==> config.mk <==
export PLATFORM = sky130hd
export DESIGN_NAME = msx_wait_gen
export DESIGN_NICKNAME = d
export VERILOG_FILES = /design/src/rtl/msx_wait_gen.sv
export SDC_FILE = /design/constraint.sdc
export NUM_CORES = 1
export LEC_CHECK = 0
export BUFFER_PORTS_ARGS = -buffer_cell sky130_fd_sc_hd__buf_2
export CORE_AREA = 3 3 40 42
export CTS_BUF_LIST = sky130_fd_sc_hd__clkbuf_4
export DETAILED_ROUTE_END_ITERATION = 12
export DIE_AREA = 0 0 43 45
export PLACE_DENSITY = 0.58
export SYNTH_ARGS = -nofsm -noshare
export SYNTH_HDL_FRONTEND = slang
export SYNTH_SLANG_ARGS = --single-unit
==> constraint.sdc <==
create_clock -name clk21m -period 2.96 [get_ports clk21m]
set_clock_uncertainty 0.15 [all_clocks]
set_input_delay 0.296 -clock clk21m [delete_from_list [all_inputs] [get_ports clk21m]]
set_output_delay 0.296 -clock clk21m [all_outputs]
set_load 0.01 [all_outputs]
==> src/rtl/msx_wait_gen.sv <==
// Counter-based Z80 WAIT_n generator with per-class (M1/IO/MEM) wait counts.
// Optional turbo bypass is built only when WAIT_TURBO_EN is defined.
module msx_wait_gen #(
  parameter int CNT_W     = 4,
  parameter int M1_WAITS  = 1,
  parameter int IO_WAITS  = 0,
  parameter int MEM_WAITS = 0
) (
  input  logic             clk21m,
  input  logic             reset,
  input  logic             ce_3m58_p,
  input  logic             m1_n,
  input  logic             mreq_n,
  input  logic             iorq_n,
  input  logic             rfsh_n,
  input  logic             exwait_n,
  input  logic             turbo,
  output logic             wait_n,
  output logic             busy,
  output logic [CNT_W-1:0] wait_cnt
);

  localparam logic [CNT_W-1:0] N_M1  = CNT_W'(M1_WAITS);
  localparam logic [CNT_W-1:0] N_IO  = CNT_W'(IO_WAITS);
  localparam logic [CNT_W-1:0] N_MEM = CNT_W'(MEM_WAITS);
  localparam logic [CNT_W-1:0] ONE   = CNT_W'(1);

  typedef enum logic [1:0] {
    IDLE,
    COUNT,
    DONE
  } state_t;

  state_t           state;
  logic             wait_int_n;
  logic [CNT_W-1:0] cnt;
  logic [CNT_W-1:0] n_cls;
  logic [CNT_W-1:0] n_sel;
  logic             bus_idle;
  logic             start;

  assign bus_idle = mreq_n & iorq_n;
  assign start    = ~bus_idle & rfsh_n;

  // M1 wins over IORQ so interrupt acknowledge uses the M1 count
  always_comb begin
    n_cls = N_MEM;
    if (!m1_n)
      n_cls = N_M1;
    else if (!iorq_n)
      n_cls = N_IO;
  end

`ifdef WAIT_TURBO_EN
  assign n_sel = turbo ? '0 : n_cls;
`else
  logic unused_turbo;
  assign unused_turbo = turbo;
  assign n_sel        = n_cls;
`endif

  always_ff @(posedge clk21m or posedge reset) begin
    if (reset) begin
      state      <= IDLE;
      wait_int_n <= 1'b1;
      cnt        <= '0;
    end else if (ce_3m58_p) begin
      unique case (state)
        IDLE: begin
          if (start) begin
            if (n_sel != '0) begin
              state      <= COUNT;
              wait_int_n <= 1'b0;
              cnt        <= n_sel;
            end else begin
              state <= DONE;
            end
          end
        end
        COUNT: begin
          if (bus_idle) begin
            state      <= IDLE;
            wait_int_n <= 1'b1;
            cnt        <= '0;
          end else if (cnt <= ONE) begin
            state      <= DONE;
            wait_int_n <= 1'b1;
            cnt        <= '0;
          end else begin
            cnt <= cnt - ONE;
          end
        end
        DONE: begin
          if (bus_idle)
            state <= IDLE;
        end
        default: begin
          state      <= IDLE;
          wait_int_n <= 1'b1;
          cnt        <= '0;
        end
      endcase
    end
  end

  assign wait_n   = wait_int_n & exwait_n;
  assign busy     = (state == COUNT);
  assign wait_cnt = cnt;

endmodule

==> impl_metrics.toml, run 1 <==
[run_status]
status = "completed"

[floorplan]
die_area_sq_um = 1935
num_rows = 13
io_pins = 15
chipWidth_um = 43
dieHeight_um = 45
core_sq_um = 1285
start_util = 0.3574

[power_and_ir_drop]
peakVddDrop_mv = 0.2821
swShare = 0.3769
p_clk_frac = 0.253
seq_power_share = 0.403
power_density_nw_per_um2 = 668.2
switchingPower_mw = 0.1468
static-leakage-power_nw = 0.2635
p_comb_frac = 0.344
internal_power_mw = 0.2427

[clock_tree]
cts.repair.resized = 0
clock_sinks = 7
cts_buffers = 3
clock-root-buffer = "clkbuf_4"
cts_tree = "done"
clk-insertion-delay-late_ns = 0.25
htree_num_levels = 1
cts_buffer_depth = 2
clk_pin_slew_ns = 0.06
hold_buffers = 1
cts_setup_buffers = 0

[worst_setup_path]
r2r-end = "wait_cnt[3]"
timing.rr.start = "wait_cnt[0]"
start_kind = "register"
crit_family = "simple AND/OR/NAND/NOR gates"
ff2ff_path_depth = 6
crit_chain = "inv_1 > ha_1 > nor2_1 > o311ai_4 > or4_1 > nand3_1"
crit_buf_inv = 1
cpPeakStageDelay_ns = 0.48
r2r_slack_ns = 1.05
crit_fanout = 6
required_ns = 3.00
cp.arrival_ns = 1.95
crit_path_end_kind = "register"
slowest_stage = "or4_1"
timing.critical_path.from = "wait_cnt[0]"
criticalPathCategory = "reg2reg"

[yosys]
syn_nets = 61
synth_area_leaders = "dfrtp_1, o31ai_1, dfstp_2"
synth_top_family_by_area = "compound AO/OA/AOI/OAI gates"
netlist_instances = 50
synth_cell_types = 27
synth_top_area_frac = 0.3270
yosys.area_share.adder = 0.05450
synth_compound_area_frac = 0.3025
synth_top_area_cell = "dfrtp_1"
seq_area_frac_synth = 0.3842
yosysWarnings = 0
synth.area.mux_share = 0
synthXorXnorAreaFrac = 0
syn_avg_cell_area_sq_um = 9.184
synth_seq_cells = 7
synth-simple-area-share = 0.2071
synth.cell_area_sq_um = 459.2

[placed_design]
hpwl_um = 791.4
place_congestion = 0.7955
io_buffers = 13
dp.cells = 78
placed_cell_area_sq_um = 543.0

[timing]
drv_slew = 0
finalSetupViolations = 0
rsz0062_at_grt = "false"
fin_crit_sh = 0.6441
relSlewSlack = 0.5186
fin_tns_setup_ns = 0
hold_viol = 0
max_freq_mhz = 524.5
worst_slew_pin_slew_ns = 0.7108
finalCriticalPeriod_ns = 1.907

[grt]
gr-total-overflow = 0
grt_pass1_vias = 386
grt_max_degree = 9
track_usage = 0.1222
antenna_found_initial = 0
grt_pass1_wl_um = 1697

[hold_path]
hold_end = "state[1]"
hold_class = "in2reg"
min_path_cells = 2
hold_path.startpoint = "ce_3m58_p"

[drt]
vias = 452
wl_per_cell_um = 12.20
routed_wl_um = 1013
ant_nets = 0
dr.pass1.iters = 4
initialDrtViolationCount = 2
routed_via_density = 5.446
drc_errors = 0

[finish]
stdcell_count = 83
num_antenna_cells = 0
layout-drive-gt1-share = 0.2941
design_area_sq_um = 583.1
layout-area-overhead-vs-synth_pct = 26.98
nets = 80

[run]
drv_cap = 0
[sequential cells by signal, summed over array words and instances (netlist names)]
register / count
wait_cnt: 4
state: 2
wait_int_n: 1
[area by class of cell]
type / count / area, sq um
inverter: 6 / 23.77
tap: 15 / 18.77
timing repair buffer: 14 / 75.07
clock buffer: 4 / 30.03
fill: 134 / 701.9
sequential: 7 / 176.4
multi-input combinational: 37 / 259.0
[placed cells by master, fill, tap and decap left out, drive strengths merged]
cell	Yosys	final
a21boi	1	1
nor2	1	1
o21ai	2	2
clkinv	1	1
dfrtp	6	6
a221o	1	1
nor4	1	1
clkbuf	0	4
o311ai	2	2
o41ai	1	1
inv	5	5
and2	2	2
or3	1	1
o211ai	1	1
a21oi	2	2
or4	2	2
o22ai	1	1
dfstp	1	1
nand3	2	2
buf	0	13
nor3	2	2
a31oi	1	1
nand2	5	5
dlygate4sd3	0	1
o31ai	4	4
o21bai	1	1
nand4	1	1
nand2b	1	1
ha	2	2
[worst max path at each step]
stage	slack, ns	endpoint	cells after the start
4_1_cts	1.05	wait_cnt[3]	6
3_3_place_gp	1.07	wait_cnt[3]	6
2_1_floorplan	1.13	wait_cnt[3]	6
6_report	1.05	wait_cnt[3]	6
5_1_grt	0.96	wait_cnt[3]	6
3_5_place_dp	1.05	wait_cnt[3]	6
[per-layer routing]
metal  vias to the layer above  global-route usage  wire (um)  share of wire
li1                        230                   -          -              -
met1                       208              0.1516        478           0.47
met2                        12              0.1886        468           0.46
met3                         2             0.01195         47          0.046
met4                         0              0.1084         19          0.019
met5                         -                   0          0              0
[cells by family (layout without fill, tap and decap cells)]
kind of cell | count (synthesis) | in the layout
simple gates | 18 | 18
compound gates | 17 | 17
flops | 7 | 7
buf+inv | 6 | 24
fa+ha+maj | 2 | 2
[through the flow]
stage / hold WS [ns] / worst slack [ns] / power [mW] / utilization
6_report: 0.1741 / 1.053 / 0.3896 / 0.4537
5_1_grt: 0.1887 / 0.9620 / 0.4230 / 0.4537
4_1_cts: 0.1718 / 1.045 / 0.3935 / 0.4537
3_5_place_dp: 0.08240 / 1.048 / 0.2906 / 0.4226
3_3_place_gp: 0.09357 / 1.069 / 0.2907 / 0.4226
2_1_floorplan: -0.05133 / 1.134 / 0.2491 / -
[cells in the mapped netlist]
library cell	count
ha_1	2
inv_1	5
a21oi_1	2
or3_1	1
nor2_1	1
o41ai_1	1
and2_1	2
dfstp_2	1
dfrtp_1	6
o22ai_1	1
nand2b_1	1
clkinv_2	1
nor4_1	1
o21bai_1	1
nand4_1	1
nand2_1	5
o311ai_4	1
a21boi_1	1
a31oi_1	1
nand3_1	2
a221o_1	1
or4_1	2
nor3_1	2
o31ai_1	4
o21ai_0	2
o211ai_1	1
o311ai_1	1
[power groups by stage]
stage / Clock (mW) / Combinational [mW] / Sequential, mW
global route: 0.107 / 0.153 / 0.163
global placement: 0 / 0.133 / 0.157
finish: 0.0986 / 0.134 / 0.157
detailed placement: 0 / 0.132 / 0.158
floorplan: 0 / 0.0972 / 0.152
CTS: 0.101 / 0.136 / 0.157
No activity file was read; power rests on OpenSTA's default activity.
==> run 2: changes to the inputs <==
==> constraint.sdc (replaced) <==
create_clock -name clk21m -period 1.8 [get_ports clk21m]
set_clock_uncertainty 0.15 [all_clocks]
set_input_delay 0.18 -clock clk21m [delete_from_list [all_inputs] [get_ports clk21m]]
set_output_delay 0.18 -clock clk21m [all_outputs]
set_load 0.01 [all_outputs]
==> run 2 against run 1 <==
Global-route usage grew 1.9 points; via count is 5.5% higher; die area unchanged; critical endpoint unchanged; sequential power increased by 64%; flip-flop and latch count unchanged.
==> impl_metrics.toml, run 2 (same netlist as run 1, synthesis figures left out) <==
[drt]
drc_errors = 0
vias = 477
routed_wl_um = 1074
ant_nets = 0
wl_per_cell_um = 11.93
routed_via_density = 5.300
dr.pass1.iters = 3
initialDrtViolationCount = 8

[grt]
busiest_layer = "met2"
grt_max_degree = 9
antenna_found_initial = 0
grt_pass1_vias = 448
use_met1 = 0.1789
track_usage = 0.1415
grt_pass1_wl_um = 1945
met2_usage = 0.1976
grt_use_met3 = 0.04781
gr-total-overflow = 0

[worst_setup_path]
cp.arrival_ns = 1.74
crit_fanout = 4
endpoint = "wait_cnt[3]"
r2r-end = "wait_cnt[3]"
r2r_slack_ns = 0.1
criticalPathCategory = "reg2reg"
start_kind = "register"
timing.rr.start = "wait_cnt[0]"
ff2ff_path_depth = 5
required_ns = 1.84
crit_path_end_kind = "register"
timing.critical_path.from = "wait_cnt[0]"

[finish]
layout-area-overhead-vs-synth_pct = 41.14
largest_reg_flops = 4
num_antenna_cells = 0
final_common_cell = "buf_2"
final_cell_mix = "buf_2, buf_4, dfrtp_1"
num-fill-cells = 121
nets = 87
layout-drive-gt1-share = 0.4133

[hold_path]
hold_class = "in2reg"
hold_path.startpoint = "ce_3m58_p"

[timing]
max_freq_mhz = 588.2
fin_tns_setup_ns = 0
finalCriticalPeriod_ns = 1.700
rsz0062_at_grt = "false"
fin_crit_sh = 0.9445
drv_slew = 0
hold_viol = 0
worst_slew_pin_slew_ns = 0.4601
finalSetupViolations = 0
relSlewSlack = 0.6928

[power_and_ir_drop]
peakVddDrop_mv = 0.4795
p_total_mw = 0.7022
static-leakage-power_nw = 0.2920
power_density_nw_per_um2 = 1083

[placed_design]
io_buffers = 13
hpwl_um = 828.8
place_congestion = 0.7775

[clock_tree]
clock_sinks = 7
clk-insertion-delay-late_ns = 0.25
cts_buffers = 3
clk_pin_slew_ns = 0.05
htree_num_levels = 1
clock-root-buffer = "clkbuf_4"
cts_tree = "done"
cts_buffer_depth = 2

[floorplan]
die_area_sq_um = 1935
num_rows = 13
dieHeight_um = 45
start_util = 0.3574
chipWidth_um = 43
io_pins = 15
core_sq_um = 1285

[run]
drv_cap = 0

[run_status]
status = "completed"
==> run 2: changes by cell type in the layout (fill, tap and decap cells not counted), sizes merged <==
cell  previous run  this run
buf             13        20
==> run 2: power breakdown <==
part | internal [mW] | total (mW) | switching [mW]
registers | 0.203 | 0.257 | 0.0541
clock network | 0.100 | 0.163 | 0.0629
logic | 0.140 | 0.283 | 0.143
==> run 2: repair_timing <==
action                                  CTS  global route
hold buffers                              1             0
endpoints found under the hold margin     7             0
setup buffers                             0             1
endpoints found under the setup margin    0             3
resized for setup                         0             3
==> run 2: final cells by class <==
| cell class | instances | area (sq um) | area share |
|---|---|---|---|
| clock buffers | 4 | 30.03 | 0.04633 |
| flip-flops and latches | 7 | 176.4 | 0.2722 |
| well taps | 15 | 18.77 | 0.02896 |
| multi-input cells | 37 | 271.5 | 0.4189 |
| inverters | 6 | 23.77 | 0.03668 |
| repair buffers | 21 | 127.6 | 0.1969 |
==> run 2: how the worst min path moves through the flow <==
stage	end	slack [ns]	depth (start not counted)
2_1_floorplan	state[0]	-0.17	1
3_3_place_gp	wait_cnt[0]	-0.02	2
3_5_place_dp	wait_cnt[0]	-0.02	2
4_1_cts	state[1]	0.05	2
5_1_grt	state[1]	0.08	2
6_report	state[1]	0.07	2
==> run 2: layer usage <==
metal | up-vias | part of all wire
li1 | 247 | -
met1 | 217 | 0.50
met2 | 9 | 0.42
met3 | 4 | 0.050
met4 | 0 | 0.029
met5 | - | 0
==> run 2: per-stage QoR <==
stage / area (sq um) / hold slack (ns) / util / setup WS, ns / cells
finish: 648.1 / 0.06734 / 0.5044 / 0.09984 / 90
global placement: 590.6 / -0.01876 / 0.4596 / 0.04055 / 84
detailed placement: 590.6 / -0.01898 / 0.4596 / 0.06290 / 84
CTS: 630.6 / 0.05172 / 0.4908 / 0.03573 / 89
floorplan: 461.7 / -0.1673 / - / 0.01766 / 50
global route: 648.1 / 0.08164 / 0.5044 / 0.008493 / 90
==> run 2: worst max-delay path, cell delays in order, from the launching register on <==
cell	delay [ns]
dfrtp_1	0.41
ha_1	0.23
nor2_2	0.17
o311ai_4	0.11
or4_1	0.48
nand3_1	0.09
==> run 3: changes to the inputs <==
--- a/config.mk
+++ b/config.mk
@@ -10,7 +10,6 @@
 export CTS_BUF_LIST = sky130_fd_sc_hd__clkbuf_4
 export DETAILED_ROUTE_END_ITERATION = 12
 export DIE_AREA = 0 0 43 45
-export PLACE_DENSITY = 0.58
 export SYNTH_ARGS = -nofsm -noshare
 export SYNTH_HDL_FRONTEND = slang
 export SYNTH_SLANG_ARGS = --single-unit
==> run 3 against run 2 <==
Total power up 2.0%; via count up 3.1%; clock-buffer cell count unchanged; cell count unchanged; first-iteration DRC count unchanged; critical path depth up 2; register-to-register slack worse by 0.02 ns; sequential share of layout area down 0.21 points; wire length up 10%.
==> impl_metrics.toml, run 3 (same netlist as run 1, synthesis figures left out) <==
[run_status]
status = "completed"

[timing]
relSlewSlack = 0.6816
fin_crit_sh = 0.9560
finalCriticalPeriod_ns = 1.721
drv_slew = 0
rsz0062_at_grt = "false"
max_freq_mhz = 581.1
finalSetupViolations = 0
hold_slack_ns = 0.07489
fin_tns_setup_ns = 0
worst_slew_pin_slew_ns = 0.4768
hold_viol = 0

[grt]
grt_pass1_vias = 469
grt_pass1_wl_um = 2049
track_usage = 0.1504
grt_max_degree = 9
antenna_found_initial = 0
gr-total-overflow = 0

[drt]
wl_per_cell_um = 13.18
routed_via_density = 5.467
dr.pass1.iters = 4
ant_nets = 0
routed_wl_um = 1186
initialDrtViolationCount = 8
vias = 492
drc_errors = 0

[finish]
layout-drive-gt1-share = 0.4000
num_antenna_cells = 0
final_common_cell = "buf_2"
nets = 87
layout-area-overhead-vs-synth_pct = 42.23
final_cell_mix = "buf_2, buf_4, dfrtp_1"
largest_reg_flops = 4
num-fill-cells = 117

[floorplan]
core_sq_um = 1285
chipWidth_um = 43
die_area_sq_um = 1935
dieHeight_um = 45
num_rows = 13
start_util = 0.3574
io_pins = 15

[clock_tree]
clk_pin_slew_ns = 0.05
clock_sinks = 7
cts_buffer_depth = 2
cts_tree = "done"
htree_num_levels = 1
clock-root-buffer = "clkbuf_4"
clk-insertion-delay-late_ns = 0.26
cts_buffers = 3

[run]
drv_cap = 0

[placed_design]
hpwl_um = 918.7
io_buffers = 13
place_congestion = 0.7721

[hold_path]
hold_class = "in2reg"

[worst_setup_path]
start_kind = "register"
criticalPathCategory = "reg2reg"
crit_path_end_kind = "register"
cp.arrival_ns = 1.71
required_ns = 1.79
crit_fanout = 4

[power_and_ir_drop]
peakVddDrop_mv = 0.5337
power_density_nw_per_um2 = 1097
static-leakage-power_nw = 0.2937
p_total_mw = 0.7163
run 3: path summary, 6_finish.rpt:
check / startpoint / end / slack (ns) / cells after the start
hold / removal: ce_3m58_p / state[1] / 0.07 / 2
setup / recovery: wait_cnt[0] / wait_cnt[0] / 0.08 / 7
min in group asynchronous: reset / state[0] / 0.25 / 3
setup reg to reg: wait_cnt[0] / wait_cnt[0] / 0.08 / 7
max in group asynchronous: reset / wait_int_n / 0.98 / 3
hold reg to reg: wait_int_n / wait_int_n / 0.34 / 2
run 3: final cells by class:
cell class	instances	area, sq um	area share
Clock buffer	4	30.03	0.04598
Inverter	6	23.77	0.03640
Multi-Input combinational cell	37	276.5	0.4234
Sequential cell	7	176.4	0.2701
Tap cell	15	18.77	0.02874
Timing Repair Buffer	21	127.6	0.1954
run 3: metal layers:
| layer | global-route usage | vias to the layer above | wire length [um] |
|---|---|---|---|
| li1 | - | 243 | - |
| met3 | 0.05976 | 4 | 55 |
| met4 | 0.09036 | 0 | 26 |
| met2 | 0.2485 | 9 | 606 |
| met1 | 0.1634 | 236 | 497 |
| met5 | 0 | - | 0 |
run 3: what timing repair did:
| action | in CTS | in global routing |
|---|---|---|
| setup endpoints to repair | 0 | 5 |
| hold buffers | 1 | 0 |
| endpoints found under the hold margin | 7 | 0 |
| gates resized for setup | 0 | 4 |
| buffers inserted | 0 | 1 |
run 3: critical path, cell delays in order (launching register included):
cell,delay [ns]
dfrtp_1,0.41
inv_1,0.09
ha_2,0.22
nor2_4,0.05
o311ai_4,0.24
buf_4,0.16
nor4_1,0.04
a221o_1,0.25
run 3: report_power, final:
group          internal (mW)  switching (mW)  leakage [nW]
Clock                 0.0997          0.0586        0.0184
Sequential             0.203          0.0519        0.0863
Combinational          0.146           0.157         0.189
run 3: metrics by stage:
step                utilization  cells  setup slack, ns  area (sq um)
floorplan                     -     50          0.01766         461.7
global placement         0.4596     84          0.07168         590.6
detailed placement       0.4596     84          0.02800         590.6
CTS                      0.4908     89         0.008022         630.6
global route             0.5083     90         0.001094         653.1
finish                   0.5083     90          0.07917         653.1
